==> src/rtl/spectrum_pkg.sv <==
// Shared constants, FSM encoding and the power-to-height mapping for the
// spectrum peak meter.
package spectrum_pkg;

    localparam int NUM_BANDS   = 6;
    localparam int PWR_W       = 11;
    localparam int HEIGHT_W    = 9;
    localparam int BAND_W      = 3;
    localparam int SCALE_SHIFT = 2;
    localparam int HOLD_W      = 5;

    localparam logic [HEIGHT_W-1:0] MAX_HEIGHT = 9'd400;
    localparam logic [HEIGHT_W-1:0] DECAY_STEP = 9'd4;
    localparam logic [HOLD_W-1:0]   HOLD_TICKS = 5'd24;
    localparam logic [BAND_W-1:0]   LAST_BAND  = 3'(NUM_BANDS - 1);
    localparam logic [BAND_W-1:0]   BAND_COUNT = 3'(NUM_BANDS);

    typedef enum logic [2:0] {
        ST_IDLE  = 3'd0,
        ST_LATCH = 3'd1,
        ST_RD    = 3'd2,
        ST_WR    = 3'd3,
        ST_DONE  = 3'd4
    } state_t;

    // The shifted power is exactly HEIGHT_W bits wide, so only the clamp remains.
    function automatic logic [HEIGHT_W-1:0] power_to_height(input logic [PWR_W-1:0] p);
        logic [HEIGHT_W-1:0] scaled;
        scaled = p[PWR_W-1:SCALE_SHIFT];
        return (scaled > MAX_HEIGHT) ? MAX_HEIGHT : scaled;
    endfunction

endpackage

==> src/rtl/band_ballistics.sv <==
// Combinational meter ballistics for one band: instant attack, linear decay,
// and a peak marker that holds before decaying (never below the level).
module band_ballistics
    import spectrum_pkg::*;
(
    input  logic [HEIGHT_W-1:0] h_i,
    input  logic [HEIGHT_W-1:0] level_i,
    input  logic [HEIGHT_W-1:0] peak_i,
    input  logic [HOLD_W-1:0]   hold_i,
    output logic [HEIGHT_W-1:0] level_o,
    output logic [HEIGHT_W-1:0] peak_o,
    output logic [HOLD_W-1:0]   hold_o
);

    logic [HEIGHT_W-1:0] level_dec;
    logic [HEIGHT_W-1:0] peak_dec;

    always_comb begin
        level_dec = (level_i >= DECAY_STEP) ? (level_i - DECAY_STEP) : '0;
        peak_dec  = (peak_i  >= DECAY_STEP) ? (peak_i  - DECAY_STEP) : '0;

        if (h_i >= level_i) begin
            level_o = h_i;
        end else begin
            level_o = (level_dec > h_i) ? level_dec : h_i;
        end

        if (h_i >= peak_i) begin
            peak_o = h_i;
            hold_o = HOLD_TICKS;
        end else if (hold_i != '0) begin
            peak_o = peak_i;
            hold_o = hold_i - HOLD_W'(1);
        end else begin
            // Decaying peak is pulled up to the new level so it never sits below the bar.
            peak_o = (peak_dec > level_o) ? peak_dec : level_o;
            hold_o = '0;
        end
    end

endmodule

==> src/rtl/spectrum_peak_meter.sv <==
// Per-frame bar-height updater for the six-band spectrum display, with a
// registered random-access read port for the VGA renderer.
module spectrum_peak_meter
    import spectrum_pkg::*;
(
    input  logic                          clk,
    input  logic                          reset,
    input  logic                          tick,
    input  logic [NUM_BANDS*PWR_W-1:0]    power_bus,
    input  logic [BAND_W-1:0]             rd_band,
    output logic [HEIGHT_W-1:0]           rd_level,
    output logic [HEIGHT_W-1:0]           rd_peak,
    output logic                          busy,
    output logic                          update_done,
    output logic                          overrun
);

    state_t state_q, state_d;
    logic [BAND_W-1:0]          band_q, band_d;
    logic [NUM_BANDS*PWR_W-1:0] shadow_q;

    logic [PWR_W-1:0]    pwr_q;
    logic [HEIGHT_W-1:0] cur_level_q;
    logic [HEIGHT_W-1:0] cur_peak_q;
    logic [HOLD_W-1:0]   cur_hold_q;

    logic [HEIGHT_W-1:0] level_q [NUM_BANDS];
    logic [HEIGHT_W-1:0] peak_q  [NUM_BANDS];
    logic [HOLD_W-1:0]   hold_q  [NUM_BANDS];

    logic [HEIGHT_W-1:0] rd_level_q;
    logic [HEIGHT_W-1:0] rd_peak_q;
    logic                overrun_q;

    logic [HEIGHT_W-1:0] h;
    logic [HEIGHT_W-1:0] new_level;
    logic [HEIGHT_W-1:0] new_peak;
    logic [HOLD_W-1:0]   new_hold;

    assign h = power_to_height(pwr_q);

    band_ballistics u_ballistics (
        .h_i     (h),
        .level_i (cur_level_q),
        .peak_i  (cur_peak_q),
        .hold_i  (cur_hold_q),
        .level_o (new_level),
        .peak_o  (new_peak),
        .hold_o  (new_hold)
    );

    always_comb begin
        state_d = state_q;
        band_d  = band_q;
        case (state_q)
            ST_IDLE:  if (tick) state_d = ST_LATCH;
            ST_LATCH: begin
                band_d  = '0;
                state_d = ST_RD;
            end
            ST_RD:    state_d = ST_WR;
            ST_WR: begin
                if (band_q == LAST_BAND) begin
                    state_d = ST_DONE;
                end else begin
                    band_d  = band_q + BAND_W'(1);
                    state_d = ST_RD;
                end
            end
            ST_DONE:  state_d = ST_IDLE;
            default:  state_d = ST_IDLE;
        endcase
    end

    always_ff @(posedge clk) begin
        if (reset) begin
            state_q     <= ST_IDLE;
            band_q      <= '0;
            shadow_q    <= '0;
            pwr_q       <= '0;
            cur_level_q <= '0;
            cur_peak_q  <= '0;
            cur_hold_q  <= '0;
            rd_level_q  <= '0;
            rd_peak_q   <= '0;
            overrun_q   <= 1'b0;
            for (int b = 0; b < NUM_BANDS; b++) begin
                level_q[b] <= '0;
                peak_q[b]  <= '0;
                hold_q[b]  <= '0;
            end
        end else begin
            state_q <= state_d;
            band_q  <= band_d;

            if (state_q == ST_LATCH) begin
                shadow_q <= power_bus;
            end

            if (state_q == ST_RD) begin
                pwr_q       <= shadow_q[band_q*PWR_W +: PWR_W];
                cur_level_q <= level_q[band_q];
                cur_peak_q  <= peak_q[band_q];
                cur_hold_q  <= hold_q[band_q];
            end

            if (state_q == ST_WR) begin
                level_q[band_q] <= new_level;
                peak_q[band_q]  <= new_peak;
                hold_q[band_q]  <= new_hold;
            end

            // Any tick outside IDLE (DONE included) is dropped and flagged.
            if (tick && (state_q != ST_IDLE)) begin
                overrun_q <= 1'b1;
            end

            // Reads see the array before any same-cycle write lands.
            if (rd_band < BAND_COUNT) begin
                rd_level_q <= level_q[rd_band];
                rd_peak_q  <= peak_q[rd_band];
            end else begin
                rd_level_q <= '0;
                rd_peak_q  <= '0;
            end
        end
    end

    assign busy        = (state_q != ST_IDLE);
    assign update_done = (state_q == ST_DONE);
    assign overrun     = overrun_q;
    assign rd_level    = rd_level_q;
    assign rd_peak     = rd_peak_q;

endmodule

==> config.mk <==
export PLATFORM = sky130hd
export DESIGN_NAME = spectrum_peak_meter
export DESIGN_NICKNAME = d
export VERILOG_FILES = /design/src/rtl/spectrum_pkg.sv /design/src/rtl/band_ballistics.sv /design/src/rtl/spectrum_peak_meter.sv
export SDC_FILE = /design/constraint.sdc
export NUM_CORES = 1
export LEC_CHECK = 0
export CAP_MARGIN = 20
export CELL_PAD_IN_SITES_DETAIL_PLACEMENT = 1
export CELL_PAD_IN_SITES_GLOBAL_PLACEMENT = 2
export CORE_AREA = 2 2 193 195
export CTS_BUF_LIST = sky130_fd_sc_hd__clkbuf_2 sky130_fd_sc_hd__clkbuf_4 sky130_fd_sc_hd__clkbuf_8
export DETAILED_ROUTE_END_ITERATION = 16
export DIE_AREA = 0 0 195 197
export GPL_TIMING_DRIVEN = 0
export PLACE_DENSITY_LB_ADDON = 0.12
export SYNTH_ARGS = -nofsm -noshare
export SYNTH_HDL_FRONTEND = slang
export SYNTH_SLANG_ARGS = --single-unit
==> constraint.sdc <==
create_clock -name clk -period 6.3 [get_ports clk]
set_input_delay 1.26 -clock clk [delete_from_list [all_inputs] [get_ports clk]]
set_output_delay 1.26 -clock clk [all_outputs]
set_load 0.02 [all_outputs]
Yosys cells after proc, flatten, opt, wreduce, memory -nomap -nowiden
Memories as Yosys holds them, arrays and structs flattened. A register that Yosys moved wholly into a read port is not among the register bits.
Index checks and enable logic that the tools add are counted.
{"block": "totals", "reg_bits": 84, "ramBits": 138, "inputBits": 72, "mem_count": 3}
{"block": "classes", "n_addsub": 4, "mul": 1, "order_cmp": 8, "eq_ne": 7, "shift": 1, "muxes": 29, "bitwise": 1, "reduce_logical": 10}
{"name": "level_q", "depth": 6, "width": 9, "rd": 2, "rd_ports_with_merged_regs": 2, "wr": 6, "line_no": "spectrum_peak_meter.sv:27", "text": "logic [HEIGHT_W-1:0] level_q [NUM_BANDS];"}
{"name": "peak_q", "depth": 6, "width": 9, "rd": 2, "rd_ports_with_merged_regs": 2, "wr": 6, "line_no": "spectrum_peak_meter.sv:28", "text": "logic [HEIGHT_W-1:0] peak_q [NUM_BANDS];"}
{"name": "hold_q", "depth": 6, "width": 5, "rd": 1, "rd_ports_with_merged_regs": 1, "wr": 6, "line_no": "spectrum_peak_meter.sv:29", "text": "logic [HOLD_W-1:0] hold_q [NUM_BANDS];"}
{"op": "two-way mux 9 bit", "n": 10}
{"op": "indexed part select 66 x 8 -> 11 bit", "n": 1}
{"op": ">= comparator 9 x 3 -> 1 bit (second input constant)", "n": 2}
{"op": ">= comparator 9 bit", "n": 2}
{"op": "greater-than comparator 9 bit", "n": 2}
{"op": "two-way mux 3 bit", "n": 6}
{"op": "OR reduction 9 bit", "n": 2}
{"op": "subtractor 9 x 3 -> 9 bit (second input constant)", "n": 2}
{"op": "two-way mux 5 bit", "n": 3}
{"op": "one-hot mux 3 bit (4 select lines)", "n": 1}
{"op": "greater-than comparator 9 bit (second input constant)", "n": 1}
{"op": "two-way mux 1 bit", "n": 8}
{"op": "multiplier 3 x 4 -> 7 bit (second input constant)", "n": 1}
{"op": "equality test 3 x 2 -> 1 bit (second input constant)", "n": 2}
{"op": "equality test 3 bit (second input constant)", "n": 2}
{"op": "one-hot mux 3 bit (2 select lines)", "n": 1}
{"op": "nonzero test 5 bit", "n": 1}
{"op": "OR reduction 5 bit", "n": 1}
{"op": "subtractor 5 x 1 -> 5 bit (second input constant)", "n": 1}
{"op": "!= test 2 bit (second input constant)", "n": 2}
{"op": "adder 3 x 1 -> 3 bit (second input constant)", "n": 1}
{"op": "equality test 3 x 1 -> 1 bit (second input constant)", "n": 1}
{"op": "zero test 3 bit", "n": 1}
{"op": "< comparator 3 bit (second input constant)", "n": 1}
{"op": "other kinds (6)", "n": 6}

Logic depth before layout (Yosys ltp)
Gate-level depths: netlist of run 1.
{"block": "logic_depth", "word_depth": 10, "ltp_mapped": 23, "depth_no_buf": 22}

Hierarchy
A second synthesis of run 1 with hierarchy kept.
{"block": "hier_totals", "cells_unflattened": 1263, "hier_area_um2": 14761.7}
{"mod": "spectrum_peak_meter", "n_inst": 1, "cells_per_inst": 1019, "area_per_inst_um2": 13087.6, "seq_area_each_um2": 7747.4}
{"mod": "band_ballistics", "n_inst": 1, "cells_per_inst": 244, "area_per_inst_um2": 1674.1, "seq_area_each_um2": 0.0}

Worst setup path before layout of run 1
OpenSTA, ideal clock, no wires.
{"block": "synth_timing", "path_type": "register to register", "startpoint": "register cur_level_q[2] (read register of level_q)", "endpoint": "memory peak_q[5][2], data pin", "setup_time_ns": 0.188, "t_arrival_ns": 4.745, "path_slack_ns": 1.368, "stages_incl_launch_ff": 19, "synth_period_minus_slack_ns": 4.932, "path_cell_list": "dfxtp_1 or4_4 nand2b_4 nor3_4 nor2_1 ha_1 a21oi_1 o21ai_1 a2111oi_2 or3_1 buf_6 mux2_4 ha_1 nand4_1 or3_1 o211ai_1 nand2_1 o221a_2 nor3_1"}
{"element": "from (decl)", "line_no": "spectrum_peak_meter.sv:23", "text": "logic [HEIGHT_W-1:0] cur_level_q;"}
{"element": "to (decl)", "line_no": "spectrum_peak_meter.sv:28"}

==> metrics.log, run 1 <==
[metrics] number of clock buffers inserted by TritonCTS: 52
[metrics] average wire length per cell after detail routing: 25.2 µm
[metrics] slowest library cell on the worst path: sky130_fd_sc_hd__dfxtp_1
[metrics] result of the run: finished, final reports clean
[metrics] Hold Vio Cnt, Final: 0
[metrics] worst setup path category: reg -> reg
[metrics] Data required, critical path: 6.69 ns
[metrics] mean instance size in the synthesized netlist: 11.5 µm²
[metrics] longest individual stage delay on the worst path: 0.55 ns
[metrics] die footprint: 0.0384 mm²
[metrics] root buf cell: sky130_fd_sc_hd__clkbuf_8
[metrics] cell area after placement: 0.0158 mm²
[metrics] most used standard cell by instance count after synthesis: sky130_fd_sc_hd__nor2_1
[metrics] layout cell share with drive strength beyond 1: 0.171
[metrics] most numerous cell types in the synthesized netlist: sky130_fd_sc_hd__nor2_1, sky130_fd_sc_hd__nand2_1, sky130_fd_sc_hd__edfxtp_1
[metrics] floorplan core area: 0.0363 mm²
[metrics] ranking of synthesized cells by area: sky130_fd_sc_hd__edfxtp_1, sky130_fd_sc_hd__dfxtp_1, sky130_fd_sc_hd__mux4_2, sky130_fd_sc_hd__nor2_1, sky130_fd_sc_hd__nand2_1
[metrics] Worst R2R Start: cur_level_q[2]$_SDFFE_PP0P_
[metrics] number of flops mapped to enable cells by yosys: 184
[metrics] power share of the sequential group: 0.418
[metrics] nature of the critical path startpoint: flip-flop
[metrics] switching fraction of total power: 0.317
[metrics] capturing element type of the critical path: flip-flop
[metrics] highest attainable clock frequency: 173 MHz
[metrics] final max-slew violation count: 0
[metrics] simple-gate share of the synthesized area: 0.145
[metrics] Non-Filler Cell Area, Final: 0.0169 mm²
[metrics] grt total ovfl: 0
[metrics] largest family of logic cells by synthesized area: multiplexers
[metrics] least setup slack across all paths after layout: 0.518 ns
[metrics] adder-cell share of the synthesized area: 0.0375
[metrics] maximum clock insertion buffer count: 3
[metrics] part of the total power dissipated in combinational logic: 0.230
[metrics] sum of routed wire length over all layers: 47.8 mm
[metrics] proportion of synthesized chip area in sequential cells: 0.540
[metrics] transition time of the tightest slew-check pin: 0.979 ns
[metrics] Syn Std Cell Area: 0.0143 mm²
[metrics] floorplan die height: 197 µm
[metrics] n_diodes: 0
[metrics] type of the worst min-delay path: reg -> reg
[metrics] placement-stage worst setup slack: -0.318 ns
[metrics] register clock-pin slew on the reported worst setup and hold paths: 0.06 ns
[metrics] met2 layer usage reported by global route: 0.426
[metrics] data arrival at the endpoint of the critical path: 6.17 ns
[metrics] xor and xnor fraction of the mapped netlist area: 0.00305
[metrics] num rows: 70
[metrics] met3 Usage GRT: 0.0399
[metrics] max cap viols: 0
[metrics] number of cell instances on the worst register-to-register path: 21
[metrics] wire length of the first global-routing pass: 71.8 mm
[metrics] number of iterations in the first detailed-routing pass: 5
[metrics] routed via count divided by cell count: 5.65
[metrics] clk_lat worst skew: 0.65 ns
[metrics] end of the worst hold path: shadow_q[28]$_SDFFE_PP0P_
[metrics] DP HPWL: 34.1 mm
[metrics] CTS Hold Buffers Added: 0
[metrics] Switch Pwr: 1660 µW
[metrics] cell type with the largest total area after synthesis: sky130_fd_sc_hd__edfxtp_1
[metrics] worst hold path depth: 2
[metrics] largest vdd supply drop: 0.000161 V
[metrics] number of antenna violations at the first check in global routing: 0
[metrics] busiest layer in global routing: met2
[metrics] nets@finish: 1503
[metrics] CTS sink cnt: 295
[metrics] unrepaired setup endpoints after global routing: no
[metrics] routed via count: 10700
[metrics] syn_nets: 1365
[metrics] GP Congestion: 0.815
[metrics] Distinct cells, synth: 66
[metrics] portion of netlist area occupied by mux cells: 0.145
[metrics] Port Buffers: 77
[metrics] share of async-settable or async-resettable flops after synthesis: 0
[metrics] capturing point of the worst reg2reg path: peak_q[6][2]$_DFFE_PP_
[metrics] global routing met1 resource utilization: 0.338
[metrics] worst reg-to-reg setup slack: 0.52 ns
[metrics] detailed-route DRC error count: 0
[metrics] Max FO, Critical Path: 9
[metrics] final critical path time including I/O delays and setup: 5.78 ns
[metrics] DR iter-0 viols: 784
[metrics] DIE WIDTH: 195 µm
[metrics] area growth from synthesis to final layout: 17.7%
[metrics] share of power burned in the clock network: 0.353
[metrics] clock tree from TritonCTS: done
[metrics] area fraction in compound gates after synthesis: 0.0898
[metrics] initial cell density of the core: 0.396
[metrics] remaining antenna violation count after routing: 0
[metrics] pin count of the biggest net entering global routing: 24
[metrics] count of yosys warnings during synthesis: 0
[metrics] # IOs: 93
[metrics] top flip-flop cell by instance count after synthesis: sky130_fd_sc_hd__edfxtp_1
[metrics] fraction of synthesized cell area taken by the top area cell type: 0.385
[metrics] worst slew margin relative to its limit: 0.347
[metrics] Overall Global Routing Usage: 0.255
[metrics] count of final setup violators: 0
[metrics] leakage power: 0.00580 µW
[metrics] share of the cycle needed by the critical path after routing: 0.918
[metrics] share of the core filled with cells in the final layout: 0.466
[metrics] TNS Setup: 0 ns
[metrics] Cell Chain, Critical Path: ha_1 > nor4b_2 > nor2_1 > or4_4 > o21ai_4 > ha_1 > nand4_1 > nor3_1 > a2111oi_2 > or3_1 > buf_6 > mux2i_4 > ha_1 > nand4_1 > or3_1 > o211ai_1 > buf_4 > buf_4 > or3_1 > o221a_2 > nor3_1
[metrics] final worst clock skew: 0.0446 ns
[metrics] power per cell area: 310 mW/mm²
[metrics] startpoint of the tightest hold check path: shadow_q[28]$_SDFFE_PP0P_
[metrics] vias in the first global route: 11400
[metrics] cell-internal power: 3580 µW
[metrics] number of synthesized register bits: 295
[metrics] gate count after technology mapping: 1250
[metrics] number of H-tree branching levels: 2
==> worst max path at each step <==
stage	from	endpoint	slack [ns]	cells after the start
final	cur_level_q[2]$_SDFFE_PP0P_	peak_q[6][2]$_DFFE_PP_	0.52	21
after global routing	cur_level_q[2]$_SDFFE_PP0P_	peak_q[5][8]$_DFFE_PP_	0.006	21
after CTS	cur_level_q[2]$_SDFFE_PP0P_	peak_q[6][3]$_DFFE_PP_	0.29	20
after detailed placement	cur_level_q[2]$_SDFFE_PP0P_	peak_q[7][3]$_DFFE_PP_	-0.32	19
after global placement	reset	peak_q[6][3]$_DFFE_PP_	-0.75	5
after floorplan	cur_level_q[2]$_SDFFE_PP0P_	peak_q[5][2]$_DFFE_PP_	1.37	18
==> power by group through the flow <==
| stage | clock network [µW] | registers, µW | logic (µW) |
|---|---|---|---|
| 3_5_place_dp | 0 | 2230 | 1160 |
| 6_report | 1850 | 2190 | 1200 |
| 4_1_cts | 1870 | 2190 | 1190 |
| 3_3_place_gp | 0 | 2230 | 1140 |
| 2_1_floorplan | 0 | 2210 | 769 |
| 5_1_grt | 1940 | 2200 | 1320 |
==> cells in the final DEF, fill, tap and decap left out, drive strengths merged, types with 6 or more instances in the layout <==
cell,netlist,layout
nor4,10,10
o21ai,17,17
buf,13,20
a311oi,25,25
clkdlybuf4s50,0,77
nor3,34,34
nand2,185,185
ha,43,43
edfxtp,184,184
inv,37,37
dfxtp,111,111
a211oi,13,13
nor2,195,195
clkbuf,75,143
nand3,12,12
mux2,29,29
clkinv,1,25
a21oi,80,80
mux2i,6,6
mux4,73,73
a22oi,27,27
nand2b,10,10
nand4,7,7
==> routing by layer <==
metal	vias up	routed length (µm)
met5	-	0
met1	5436	21000
met3	94	2520
met4	0	1510
met2	300	22800
li1	4896	-
==> logic make-up after synthesis <==
logic type	after synthesis
fa+ha+maj	43
mux	108
flops	295
xor+xnor	5
buf+inv	126
compound gates	192
simple gates	481
==> what timing repair did <==
action / 4_1_cts / 5_1_grt
setup endpoints to repair: 25 / 9
buffers inserted: 2 / 0
pin swaps: 1 / 0
resized for setup: 2 / 2
==> worst max-delay path: cells and delay by family, from the launching register on <==
family	cells	cell delay (ns)
AOI/OAI and AO/OA	4	0.94
DFF	1	0.55
buffers and inverters	3	0.52
adders and majority gates	3	0.83
and+or+nand+nor	10	2.21
muxes	1	0.47
==> flip-flops by register name, summed over array words and instances, names as in the netlist, 5 cells and up <==
name         count
rd_level         9
cur_peak_q       9
cur_hold_q       5
hold_q          40
cur_level_q      9
rd_peak          9
shadow_q        54
level_q         72
peak_q          72
pwr_q            9
==> area by class of cell <==
cell class,instances,area (µm²)
Sequential cell,295,7750
Timing Repair Buffer,84,847
Clock inverter,29,204
Inverter,38,143
Fill cell,3923,19400
Buffer,88,432
Clock buffer,68,848
Multi-Input combinational cell,829,6070
Tap cell,468,586
==> per-stage QoR <==
step | total power (µW) | std cells | hold WS, ns
6_report | 5240 | 1899 | 0.452
4_1_cts | 5250 | 1898 | 0.456
3_3_place_gp | 3370 | 1795 | 0.441
5_1_grt | 5460 | 1899 | 0.476
2_1_floorplan | 2970 | 1250 | 0.433
3_5_place_dp | 3380 | 1799 | 0.447
(Power assumes the default switching activity.)
==> run 2, diff against run 1 <==
--- a/config.mk
+++ b/config.mk
@@ -8,10 +8,10 @@
 export CAP_MARGIN = 20
 export CELL_PAD_IN_SITES_DETAIL_PLACEMENT = 1
 export CELL_PAD_IN_SITES_GLOBAL_PLACEMENT = 2
-export CORE_AREA = 2 2 193 195
+export CORE_AREA = 2 2 188 190
 export CTS_BUF_LIST = sky130_fd_sc_hd__clkbuf_2 sky130_fd_sc_hd__clkbuf_4 sky130_fd_sc_hd__clkbuf_8
 export DETAILED_ROUTE_END_ITERATION = 16
-export DIE_AREA = 0 0 195 197
+export DIE_AREA = 0 0 190 192
 export GPL_TIMING_DRIVEN = 0
 export PLACE_DENSITY_LB_ADDON = 0.12
 export SYNTH_ARGS = -nofsm -noshare
==> metrics.log, run 2 (same netlist as run 1, synthesis figures left out) <==
[metrics] Data required, critical path: 6.67 ns (-0.02 ns)
[metrics] TNS Setup: 0 ns (unchanged)
[metrics] type of the worst min-delay path: reg -> reg
[metrics] cell-internal power: 3630 µW (+1.4%)
[metrics] number of antenna violations at the first check in global routing: 0 (unchanged)
[metrics] Overall Global Routing Usage: 0.264 (+0.00965)
[metrics] Cell Chain, Critical Path: ha_1 > nor4b_2 > nor2_1 > or4_4 > o21ai_4 > ha_1 > nand4_1 > nor3_1 > a2111oi_2 > or3_1 > buf_6 > mux2i_4 > ha_1 > nand4_1 > or3_1 > o211ai_1 > buf_4 > buf_4 > or3_1 > o221a_2 > nor3_1
[metrics] Non-Filler Cell Area, Final: 0.0170 mm² (+0.50%)
[metrics] wire length of the first global-routing pass: 70.8 mm (-1.3%)
[metrics] slowest library cell on the worst path: sky130_fd_sc_hd__dfxtp_1
[metrics] register clock-pin slew on the reported worst setup and hold paths: 0.06 ns (about the same)
[metrics] Switch Pwr: 1640 µW (-1.5%)
[metrics] num rows: 68 (-2.9%)
[metrics] initial cell density of the core: 0.418 (+0.0228)
[metrics] worst slew margin relative to its limit: 0.301 (-0.0460)
[metrics] Port Buffers: 77 (unchanged)
[metrics] floorplan die height: 192 µm (-2.5%)
[metrics] switching fraction of total power: 0.311 (-0.00619)
[metrics] Bufs and invs on worst path: 3 (unchanged)
[metrics] number of iterations in the first detailed-routing pass: 5 (unchanged)
[metrics] DR iter-0 viols: 709 (-9.6%)
[metrics] number of clock buffers inserted by TritonCTS: 52 (unchanged)
[metrics] unrepaired setup endpoints after global routing: no
[metrics] power share of the sequential group: 0.416 (-0.002)
[metrics] part of the total power dissipated in combinational logic: 0.237 (+0.007)
[metrics] CTS sink cnt: 295 (unchanged)
[metrics] share of power burned in the clock network: 0.347 (-0.006)
[metrics] clock tree from TritonCTS: done
[metrics] pin count of the biggest net entering global routing: 24 (unchanged)
[metrics] met3 WL: 2.73 mm (+8.3%)
[metrics] launch point of the worst path: cur_level_q[2]$_SDFFE_PP0P_
[metrics] area growth from synthesis to final layout: 18.2%
[metrics] detailed-route DRC error count: 0 (unchanged)
[metrics] highest attainable clock frequency: 168 MHz (-2.8%)
[metrics] DP HPWL: 34.0 mm (-0.28%)
[metrics] PnR Total Power: 5260 µW (+0.51%)
[metrics] GP Congestion: 0.817 (+0.20%)
[metrics] final worst clock skew: 0.0287 ns (-0.0159 ns)
[metrics] final max-slew violation count: 0 (unchanged)
[metrics] transition time of the tightest slew-check pin: 1.04 ns (+0.0633 ns)
[metrics] Hold Vio Cnt, Final: 0 (unchanged)
[metrics] commonest non-fill, non-tap cell in the layout: sky130_fd_sc_hd__nor2_1
[metrics] routed metal-1 wire length: 20.4 mm (-2.7%)
[metrics] share of the cycle needed by the critical path after routing: 0.944 (+0.0261)
[metrics] top sig layer: met4
[metrics] vias in the first global route: 11500 (+0.17%)
[metrics] sum of routed wire length over all layers: 47.2 mm (-1.4%)
[metrics] clk_lat worst skew: 0.60 ns (-0.05 ns)
[metrics] longest individual stage delay on the worst path: 0.55 ns (about the same)
[metrics] startpoint of the tightest hold check path: shadow_q[13]$_SDFFE_PP0P_
[metrics] capturing element type of the critical path: flip-flop
[metrics] cell family with most CP delay: simple AND/OR/NAND/NOR gates
[metrics] layout cell share with drive strength beyond 1: 0.179 (+0.00833)
[metrics] Routed met2 length: 22.3 mm (-2.2%)
[metrics] worst setup path category: reg -> reg
[metrics] DIE WIDTH: 190 µm (-2.6%)
[metrics] nature of the critical path startpoint: flip-flop
[metrics] power per cell area: 310 mW/mm² (about the same)
[metrics] result of the run: finished, final reports clean
[metrics] worst reg-to-reg setup slack: 0.35 ns (-0.16 ns)
[metrics] cell area after placement: 0.0158 mm² (+0.21%)
[metrics] floorplan core area: 0.0343 mm² (-5.4%)
[metrics] # IOs: 93 (unchanged)
[metrics] count of final setup violators: 0 (unchanged)
[metrics] die footprint: 0.0365 mm² (-5.0%)
[metrics] final critical path time including I/O delays and setup: 5.95 ns (+0.164 ns)
[metrics] nets@finish: 1508 (+0.33%)
[metrics] Worst R2R Start: cur_level_q[2]$_SDFFE_PP0P_
[metrics] routed via count: 10700 (-0.34%)
[metrics] remaining antenna violation count after routing: 0 (unchanged)
[metrics] root buf cell: sky130_fd_sc_hd__clkbuf_8
[metrics] largest registers ranked by flip-flop count: level_q x72, peak_q x72, shadow_q x54
[metrics] maximum clock insertion buffer count: 3 (unchanged)
[metrics] grt total ovfl: 0 (unchanged)
[metrics] number of fillers in the final layout: 3695 (-5.8%)
[metrics] n_diodes: 0 (unchanged)
[metrics] max cap viols: 0 (unchanged)
[metrics] data arrival at the endpoint of the critical path: 6.32 ns (+0.15 ns)
[metrics] highest-count cells in the layout ignoring fill and taps: sky130_fd_sc_hd__nor2_1, sky130_fd_sc_hd__nand2_1, sky130_fd_sc_hd__edfxtp_1
[metrics] leakage power: 0.00587 µW (+1.1%)
[metrics] number of H-tree branching levels: 2 (unchanged)
[metrics] routed via count divided by cell count: 5.65 (about the same)
[metrics] Max FO, Critical Path: 9 (unchanged)
[metrics] largest vdd supply drop: 0.000155 V (-3.6%)
[metrics] average wire length per cell after detail routing: 24.9 µm (-1.1%)
run 2: cell types whose count changed in the layout (fill, tap and decap cells not counted), sizes merged:
cell,previous run,this run
buf,20,24
bufinv,3,1
clkbuf,143,158
clkinv,25,12
inv,37,39
run 2: worst paths after layout:
check	to	cells after the start
setup / recovery	peak_q[6][2]$_DFFE_PP_	21
hold / removal	shadow_q[13]$_SDFFE_PP0P_	2
setup reg to reg	peak_q[6][2]$_DFFE_PP_	21
hold reg to reg	shadow_q[13]$_SDFFE_PP0P_	2
run 2: power by group through the flow:
stage                     registers (µW)  logic (µW)  clock network (µW)
after floorplan                     2210         769                   0
after global placement              2220        1140                   0
after detailed placement            2230        1170                   0
after CTS                           2190        1220                1860
after global routing                2190        1350                1940
final                               2190        1250                1830
run 2: metrics by stage:
step / hold WS [ns] / instances / util / setup slack (ns)
finish: 0.453 / 1892 / 0.495 / 0.353
global route: 0.472 / 1892 / 0.495 / 0.0317
CTS: 0.453 / 1890 / 0.494 / 0.184
detailed placement: 0.446 / 1788 / 0.461 / -0.100
global placement: 0.440 / 1782 / 0.458 / -0.656
floorplan: 0.433 / 1250 / - / 1.37
run 2: worst min-delay path: stages (launching register included):
cell and delay (ns):
sky130_fd_sc_hd__dfxtp_1 0.30, sky130_fd_sc_hd__nand2_1 0.05, sky130_fd_sc_hd__a21oi_1 0.05
run 2: timing repair:
item                                    CTS  global route
endpoints found under the setup margin   13            28
hold buffers                              0             0
resized for setup                         0             3
buffers inserted                          4             1
hold endpoints to repair                  0             0
pin swaps                                 1             0
run 2: final cells by class:
class	count	area, µm²	area share
flip-flops and latches	295	7750	0.457
multi-input cells	829	6070	0.358
clock buffers	82	972	0.0573
repair buffers	89	925	0.0545
well taps	455	569	0.0336
plain buffers	88	432	0.0254
inverters	38	143	0.00841
clock inverters	16	111	0.00656
run 2: routing by layer:
| layer | up-vias | track usage |
|---|---|---|
| li1 | 4892 | - |
| met1 | 5362 | 0.352 |
| met2 | 347 | 0.436 |
| met3 | 89 | 0.0409 |
| met4 | 0 | 0.102 |
| met5 | - | 0 |
